**src/rtl/display_scan_ctrl.sv**
```systemverilog
// Scan controller for the 4-digit seven-segment display with error hold timer.
// Optional BLINK_ERR_EN blanks every other frame while the error is shown.
module display_scan_ctrl #(
    parameter int REFRESH_DIV = 50000,
    parameter int ERR_FRAMES  = 250
) (
    input  logic       clk,
    input  logic       reset,
    input  logic       mode_err,
    input  logic       clear_err,
    input  logic [3:0] digit0,
    input  logic [3:0] digit1,
    input  logic [3:0] digit2,
    input  logic [3:0] digit3,
    input  logic [3:0] err_code,
    output logic [1:0] sel,
    output logic [3:0] digit_code,
    output logic [3:0] an,
    output logic       dp,
    output logic       err_active
);

    localparam int PW = (REFRESH_DIV > 1) ? $clog2(REFRESH_DIV) : 1;
    localparam int FW = $clog2(ERR_FRAMES + 1);
    localparam logic [PW-1:0] PMAX  = PW'(REFRESH_DIV - 1);
    localparam logic [FW-1:0] FLOAD = FW'(ERR_FRAMES);
    localparam logic [FW-1:0] FONE  = FW'(1);

    typedef enum logic {IDLE, SHOW} state_t;

    state_t        state, state_n;
    logic [PW-1:0] pcnt;
    logic [FW-1:0] fcnt;
    logic          tick;
    logic          frame_end;
    logic          load;
    logic          blank;
    logic [3:0]    tdig;

    assign tick      = (pcnt == PMAX);
    assign frame_end = tick && (sel == 2'd3);
    assign err_active = (state == SHOW);

    // FSM state register
    always_ff @(posedge clk) begin
        if (reset) state <= IDLE;
        else       state <= state_n;
    end

    // Next state; clear beats a new error, a new error beats expiry
    always_comb begin
        state_n = state;
        load    = 1'b0;
        if (clear_err) begin
            state_n = IDLE;
        end else if (mode_err) begin
            state_n = SHOW;
            load    = 1'b1;
        end else if (state == SHOW && frame_end && fcnt == FONE) begin
            state_n = IDLE;
        end
    end

    // Prescaler and digit select; an error restarts the scan at a frame edge
    always_ff @(posedge clk) begin
        if (reset || load) begin
            pcnt <= '0;
            sel  <= 2'd0;
        end else if (tick) begin
            pcnt <= '0;
            sel  <= sel + 2'd1;
        end else begin
            pcnt <= pcnt + PW'(1);
        end
    end

    // Remaining frames of the error hold
    always_ff @(posedge clk) begin
        if (reset)
            fcnt <= '0;
        else if (load)
            fcnt <= FLOAD;
        else if (clear_err)
            fcnt <= '0;
        else if (state == SHOW && frame_end)
            fcnt <= fcnt - FONE;
    end

`ifdef BLINK_ERR_EN
    logic blank_q;

    // Frame parity since error entry; the first frame is lit
    always_ff @(posedge clk) begin
        if (reset || load)
            blank_q <= 1'b0;
        else if (frame_end)
            blank_q <= ~blank_q;
    end

    assign blank = err_active && blank_q;
`else
    assign blank = 1'b0;
`endif

    // Time digit for the current slot
    always_comb begin
        tdig = digit0;
        unique case (sel)
            2'd0: tdig = digit0;
            2'd1: tdig = digit1;
            2'd2: tdig = digit2;
            2'd3: tdig = digit3;
        endcase
    end

    // Display outputs from registered state
    always_comb begin
        an         = ~(4'b0001 << sel);
        dp         = 1'b1;
        digit_code = err_active ? err_code : tdig;
        if (sel == 2'd2 && !err_active)
            dp = 1'b0;
        if (blank) begin
            an = 4'b1111;
            dp = 1'b1;
        end
    end

endmodule

```
**config.mk**
```make
export PLATFORM = sky130hd
export DESIGN_NAME = display_scan_ctrl
export DESIGN_NICKNAME = d
export VERILOG_FILES = /design/src/rtl/display_scan_ctrl.sv
export SDC_FILE = /design/constraint.sdc
export NUM_CORES = 1
export LEC_CHECK = 0
export CELL_PAD_IN_SITES_DETAIL_PLACEMENT = 2
export CELL_PAD_IN_SITES_GLOBAL_PLACEMENT = 2
export CORE_AREA = 2 2 81 83
export DETAILED_ROUTE_END_ITERATION = 7
export DIE_AREA = 0 0 83 85
export PLACE_DENSITY = 0.8
export SLEW_MARGIN = 40
export SYNTH_ARGS = -nofsm -noshare
export SYNTH_HDL_FRONTEND = slang
export SYNTH_SLANG_ARGS = --single-unit
```
**constraint.sdc**
```tcl
create_clock -name clk -period 2.1 [get_ports clk]
set_input_delay 0.315 -clock clk [delete_from_list [all_inputs] [get_ports clk]]
set_output_delay 0.315 -clock clk [all_outputs]
set_load 0.01 [all_outputs]
```
# After elaboration in Yosys (flattened, before gate mapping)
# Cells that the tools add are included.
dict set report word_totals {
  ff_bits 27
  inputBits 24
  output_inout_bits 12
  word_cells 37
}
dict set report op_classes {
  add_sub_neg 3
  eq_ne 5
  shift 1
  n_mux 10
  bitwise_logic 1
  reduce_logical 12
}
# op n
set op_table {}
lappend op_table {{8-bit 2-to-1 mux} 3}
lappend op_table {{16-bit by 1-bit adder with 16-bit output (second input constant)} 1}
lappend op_table {{16-bit equality test (second input constant)} 1}
lappend op_table {{4-bit one-hot mux with 4 select lines} 1}
lappend op_table {{8-bit by 1-bit equality test with 1-bit output (second input constant)} 1}
lappend op_table {{8-bit by 1-bit subtractor with 8-bit output (second input constant)} 1}
lappend op_table {{1-bit 2-to-1 mux} 5}
lappend op_table {{2-bit equality test (second input constant)} 2}
lappend op_table {{1-bit logical AND} 4}
lappend op_table {{4-bit 2-to-1 mux} 1}
lappend op_table {{4-bit NOT} 1}
lappend op_table {{2-bit OR reduction} 2}
lappend op_table {{1-bit by 2-bit left shift with 4-bit output (first input constant)} 1}
lappend op_table {{3-bit nonzero test} 1}
lappend op_table {{3-bit OR reduction} 1}
lappend op_table {{2-bit by 1-bit adder with 2-bit output (second input constant)} 1}
lappend op_table {{2-bit by 1-bit equality test with 1-bit output (second input constant)} 1}
lappend op_table {{2-bit zero test} 1}
lappend op_table {{2-bit nonzero test} 1}
lappend op_table {{1-bit zero test} 1}
lappend op_table {{1-bit logical OR} 1}

# Depth between registers and ports, before layout
dict set report logic_depth {
  ltp_word 6
  mapped_depth 6
}

# Worst setup path after synthesis
# Ideal clock, no wire load.
dict set report synth_timing {
  path_kind {register -> register}
  start {register pcnt[11]}
  end {register fcnt[4]}
  setup_ns 0.112
  arrival_ns 2.041
  t_required_ns 1.988
  setup_slack_ns -0.054
  stages_incl_launch_ff 6
  path_cell_list {dfxtp_1 -> or4_4 -> or3_4 -> buf_6 -> or3_1 -> a2111oi_1}
}
dict set report synth_between {
  elab_chain_cells 4
}
# element line_no
set synth_lines {}
lappend synth_lines {{from (decl)} 32} ;# logic [PW-1:0] pcnt;
lappend synth_lines {{from (signal assigned)} 73} ;# pcnt <= pcnt + PW'(1);
lappend synth_lines {{16-bit equality test} 40} ;# assign tick = (pcnt == PMAX);
lappend synth_lines {{1-bit logical AND} 41} ;# assign frame_end = tick && (sel == 2'd3);
lappend synth_lines {{1-bit logical AND} 85} ;# else if (state == SHOW && frame_end)
lappend synth_lines {{3-bit nonzero test (no line)} -}
lappend synth_lines {{to (signal assigned)} 86} ;# fcnt <= fcnt - FONE;
lappend synth_lines {{to (decl)} 33} ;# logic [FW-1:0] fcnt;
# No other way between the ends.
# A chain may end at the register's enable or synchronous reset.

# Final worst setup path
dict set report layout_timing {
  start {register pcnt[5]}
  end {register fcnt[7]}
}
# The elaborated chain is that of the path after synthesis.

==> run summary <==
Outcome -> complete, but fails checks
Failing checks -> setup timing
Routed len/inst -> 17.5 microns
Power Density -> 414 mW/mm^2
Final hold violation count -> 0
Die extent in x -> 83 microns
Post-DP HPWL -> 4340 microns
Final #Nets -> 289
Final Skew -> 0.00719 ns
Total inserted antenna cells -> 0
Seq pwr share -> 52.3%
Rows -> 29
Cts bufs inserted -> 3
Fill count -> 697
Commonest non-fill, non-tap cells in the layout -> nor2_1, clkdlybuf4s50_1, buf_4
Worst skew pair latency -> 0.29 ns
Buf+Inv Stages, Crit Path -> 0
CP top delay family -> simple AND/OR/NAND/NOR gates
Crit path launch type -> register
GRT Overall Usage -> 16.7%
Worst path most repeated cell -> or3_4
Clock share of power -> 32.8%
DR pass1 iterations -> 4
Final setup margin -> -0.0123 ns
Worst EP required -> 2.29 ns
WP data arrival -> 2.30 ns
Overflow after GRT -> 0
Max incr delay on CP -> 0.55 ns
Period utilisation layout -> 101%
Fmax achieved -> 0.473 GHz
Logic pwr share -> 15.0%
Max_cap viols -> 0
Slowest CP cell -> or4_4
H-Tree Depth -> 1
Worst-path cell chain -> or4_4, or3_4, or3_4, a2111oi_4
Worst-Margin Slew -> 0.551 ns
Endpoints failing setup -> 2
Post-Route WL -> 5830 microns
Vias -> 1679
Yosys cell types -> 39
M1 WL -> 2420 microns
Crit Path Category -> register to register
Net count after synthesis -> 224
First-pass GRT wire length -> 9660 microns
RSZ-0062 raised after global routing -> true
Yosys reg bits -> 27
Residual DRC -> 0
Top routing layer used -> met4
WL met2 -> 3170 microns
CTS tree -> yes
PortBufs -> 35
DR WL met3 -> 113 microns
Routed Antenna Nets -> 0
Longest Clk Path Bufs -> 2
Initial Util -> 25.2%
Layout cells sized above 1 -> 28.1%
CTS root buf -> clkbuf_8
Mapped cell area -> 0.00157 sq mm
Final GP Congestion -> 0.787
Cell count after synthesis -> 192
Critical-path maximum fanout -> 8
Synth Warn # -> 0
Initial antenna violation count -> 0
Pre-CTS WS -> -0.134 ns
Final min period -> 2.11 ns
CTS sink cnt -> 27
Largest net degree at the start of global routing -> 18
Switching Share -> 26.8%
P_int -> 0.742 mW
CORE AREA -> 0.00620 sq mm
Post-synthesis sequential area ratio -> 34.5%
Avg Vias per Cell -> 5.04
Worst Hold Slack -> 0.486 ns
Hold-fix buffers at CTS -> 0
Relative slew slack -> 63.1%
Synth-to-Final Area Change -> 56.4%
Peak VDD IR -> 218 uV
Net Sw Power -> 0.272 mW
DRT iter0 DRCs -> 44
I/O pin count -> 36
HP Class -> register to register
Worst-path clk slew -> 0.11 ns
DIE HEIGHT -> 85 microns
Avg Cell Area, Syn -> 8.15 sq um
Die area -> 0.00706 sq mm
Worst setup EP type -> register
Leak -> 0.874 nW
Vias in the first global route -> 1920
Slew Limit Fails -> 0
-- final cells by class --
cell class                 count  area [sq um]  share of cell area (%)
timing repair buffer          67           584                    23.9
inverter                      14          55.1                    2.25
tap                           77          96.3                    3.94
clock inverter                 1          8.76                   0.358
clock buffer                   3          41.3                    1.69
sequential                    27           551                    22.5
multi-input combinational    144          1110                    45.4
-- synth_stat cells --
| library cell | n | area share (%) |
|---|---|---|
| nor2_1 | 30 | 7.2 |
| dfxtp_1 | 27 | 35 |
| inv_1 | 14 | 3.4 |
| xnor2_1 | 12 | 6.7 |
| nand2_1 | 9 | 2.2 |
| nand3_1 | 9 | 2.9 |
| nor3_1 | 9 | 2.9 |
| nor4_1 | 9 | 3.6 |
| ha_1 | 8 | 6.4 |
| clkbuf_1 | 6 | 1.4 |
| nand2b_1 | 6 | 2.4 |
| a211oi_1 | 4 | 1.9 |
| a21o_1 | 4 | 1.9 |
| a222oi_1 | 4 | 2.6 |
| o21ai_0 | 4 | 1.3 |
| or3_1 | 4 | 1.6 |
| a2111oi_1 | 3 | 1.9 |
| and3_1 | 3 | 1.2 |
| nand3b_1 | 3 | 1.4 |
| a21oi_1 | 2 | 0.64 |
| nand4_1 | 2 | 0.80 |
| nand4b_1 | 2 | 1.1 |
| xor2_1 | 2 | 1.1 |
| a2111oi_0 | 1 | 0.56 |
| a21boi_0 | 1 | 0.48 |
| a31o_2 | 1 | 0.56 |
| a31oi_1 | 1 | 0.40 |
| a41oi_1 | 1 | 0.56 |
| buf_6 | 1 | 0.72 |
| nor2b_1 | 1 | 0.40 |
| o311a_1 | 1 | 0.64 |
| o31ai_1 | 1 | 0.48 |
| o41ai_1 | 1 | 0.56 |
| or2_2 | 1 | 0.40 |
| or3_4 | 1 | 0.72 |
| or3b_2 | 1 | 0.56 |
| or4_1 | 1 | 0.48 |
| or4_4 | 1 | 0.72 |
| or4bb_1 | 1 | 0.72 |
-- power by group through the flow --
| stage | combinational [mW] | sequential (mW) | clock [mW] |
|---|---|---|---|
| 2_1_floorplan | 0.0555 | 0.541 | 0 |
| 3_3_place_gp | 0.135 | 0.542 | 0 |
| 3_5_place_dp | 0.140 | 0.543 | 0 |
| 4_1_cts | 0.144 | 0.530 | 0.341 |
| 5_1_grt | 0.167 | 0.532 | 0.363 |
| 6_report | 0.152 | 0.530 | 0.332 |
-- metal layers --
layer	vias to the layer above	GRT usage [%]
li1	816	-
met1	829	20.2
met2	21	32.0
met3	13	2.63
met4	0	2.24
met5	-	0
-- what timing repair did --
item,4_1_cts,5_1_grt
setup buffers,0,1
gates cloned,0,0
resized for setup,38,18
setup endpoints to repair,15,16
pin swaps,11,11
hold endpoints to repair,0,0
-- kinds of logic after synthesis --
family,synth area share (%)
xor+xnor,7.83
simple gates,31.3
flops,34.5
fa+ha+maj,6.40
compound gates,14.5
buf+inv,5.52
-- final timing paths --
path | cells after the start | startpoint | to | slack [ns]
max reg2reg | 4 | pcnt[5] | fcnt[7] | -0.01
min reg2reg | 1 | pcnt[0] | pcnt[0] | 0.49
max | 4 | pcnt[5] | fcnt[7] | -0.01
min | 1 | pcnt[0] | pcnt[0] | 0.49
-- state kept, by name, summed over array words and instances (netlist names) --
signal and flops:
sel 2, fcnt 8, pcnt 16, err_active 1
-- through the flow --
stage               instance area [sq um]  util (%)  setup TNS, ns  power [mW]  cells
floorplan                            1570         -        -0.0195       0.596    192
global placement                     2210      35.7         -0.106       0.677    328
detailed placement                   2210      35.7         -0.533       0.683    328
CTS                                  2350      37.9        -0.0749        1.01    332
global route                         2450      39.4         -0.378        1.06    333
finish                               2450      39.4        -0.0209        1.01    333
(Power assumes the default switching activity.)
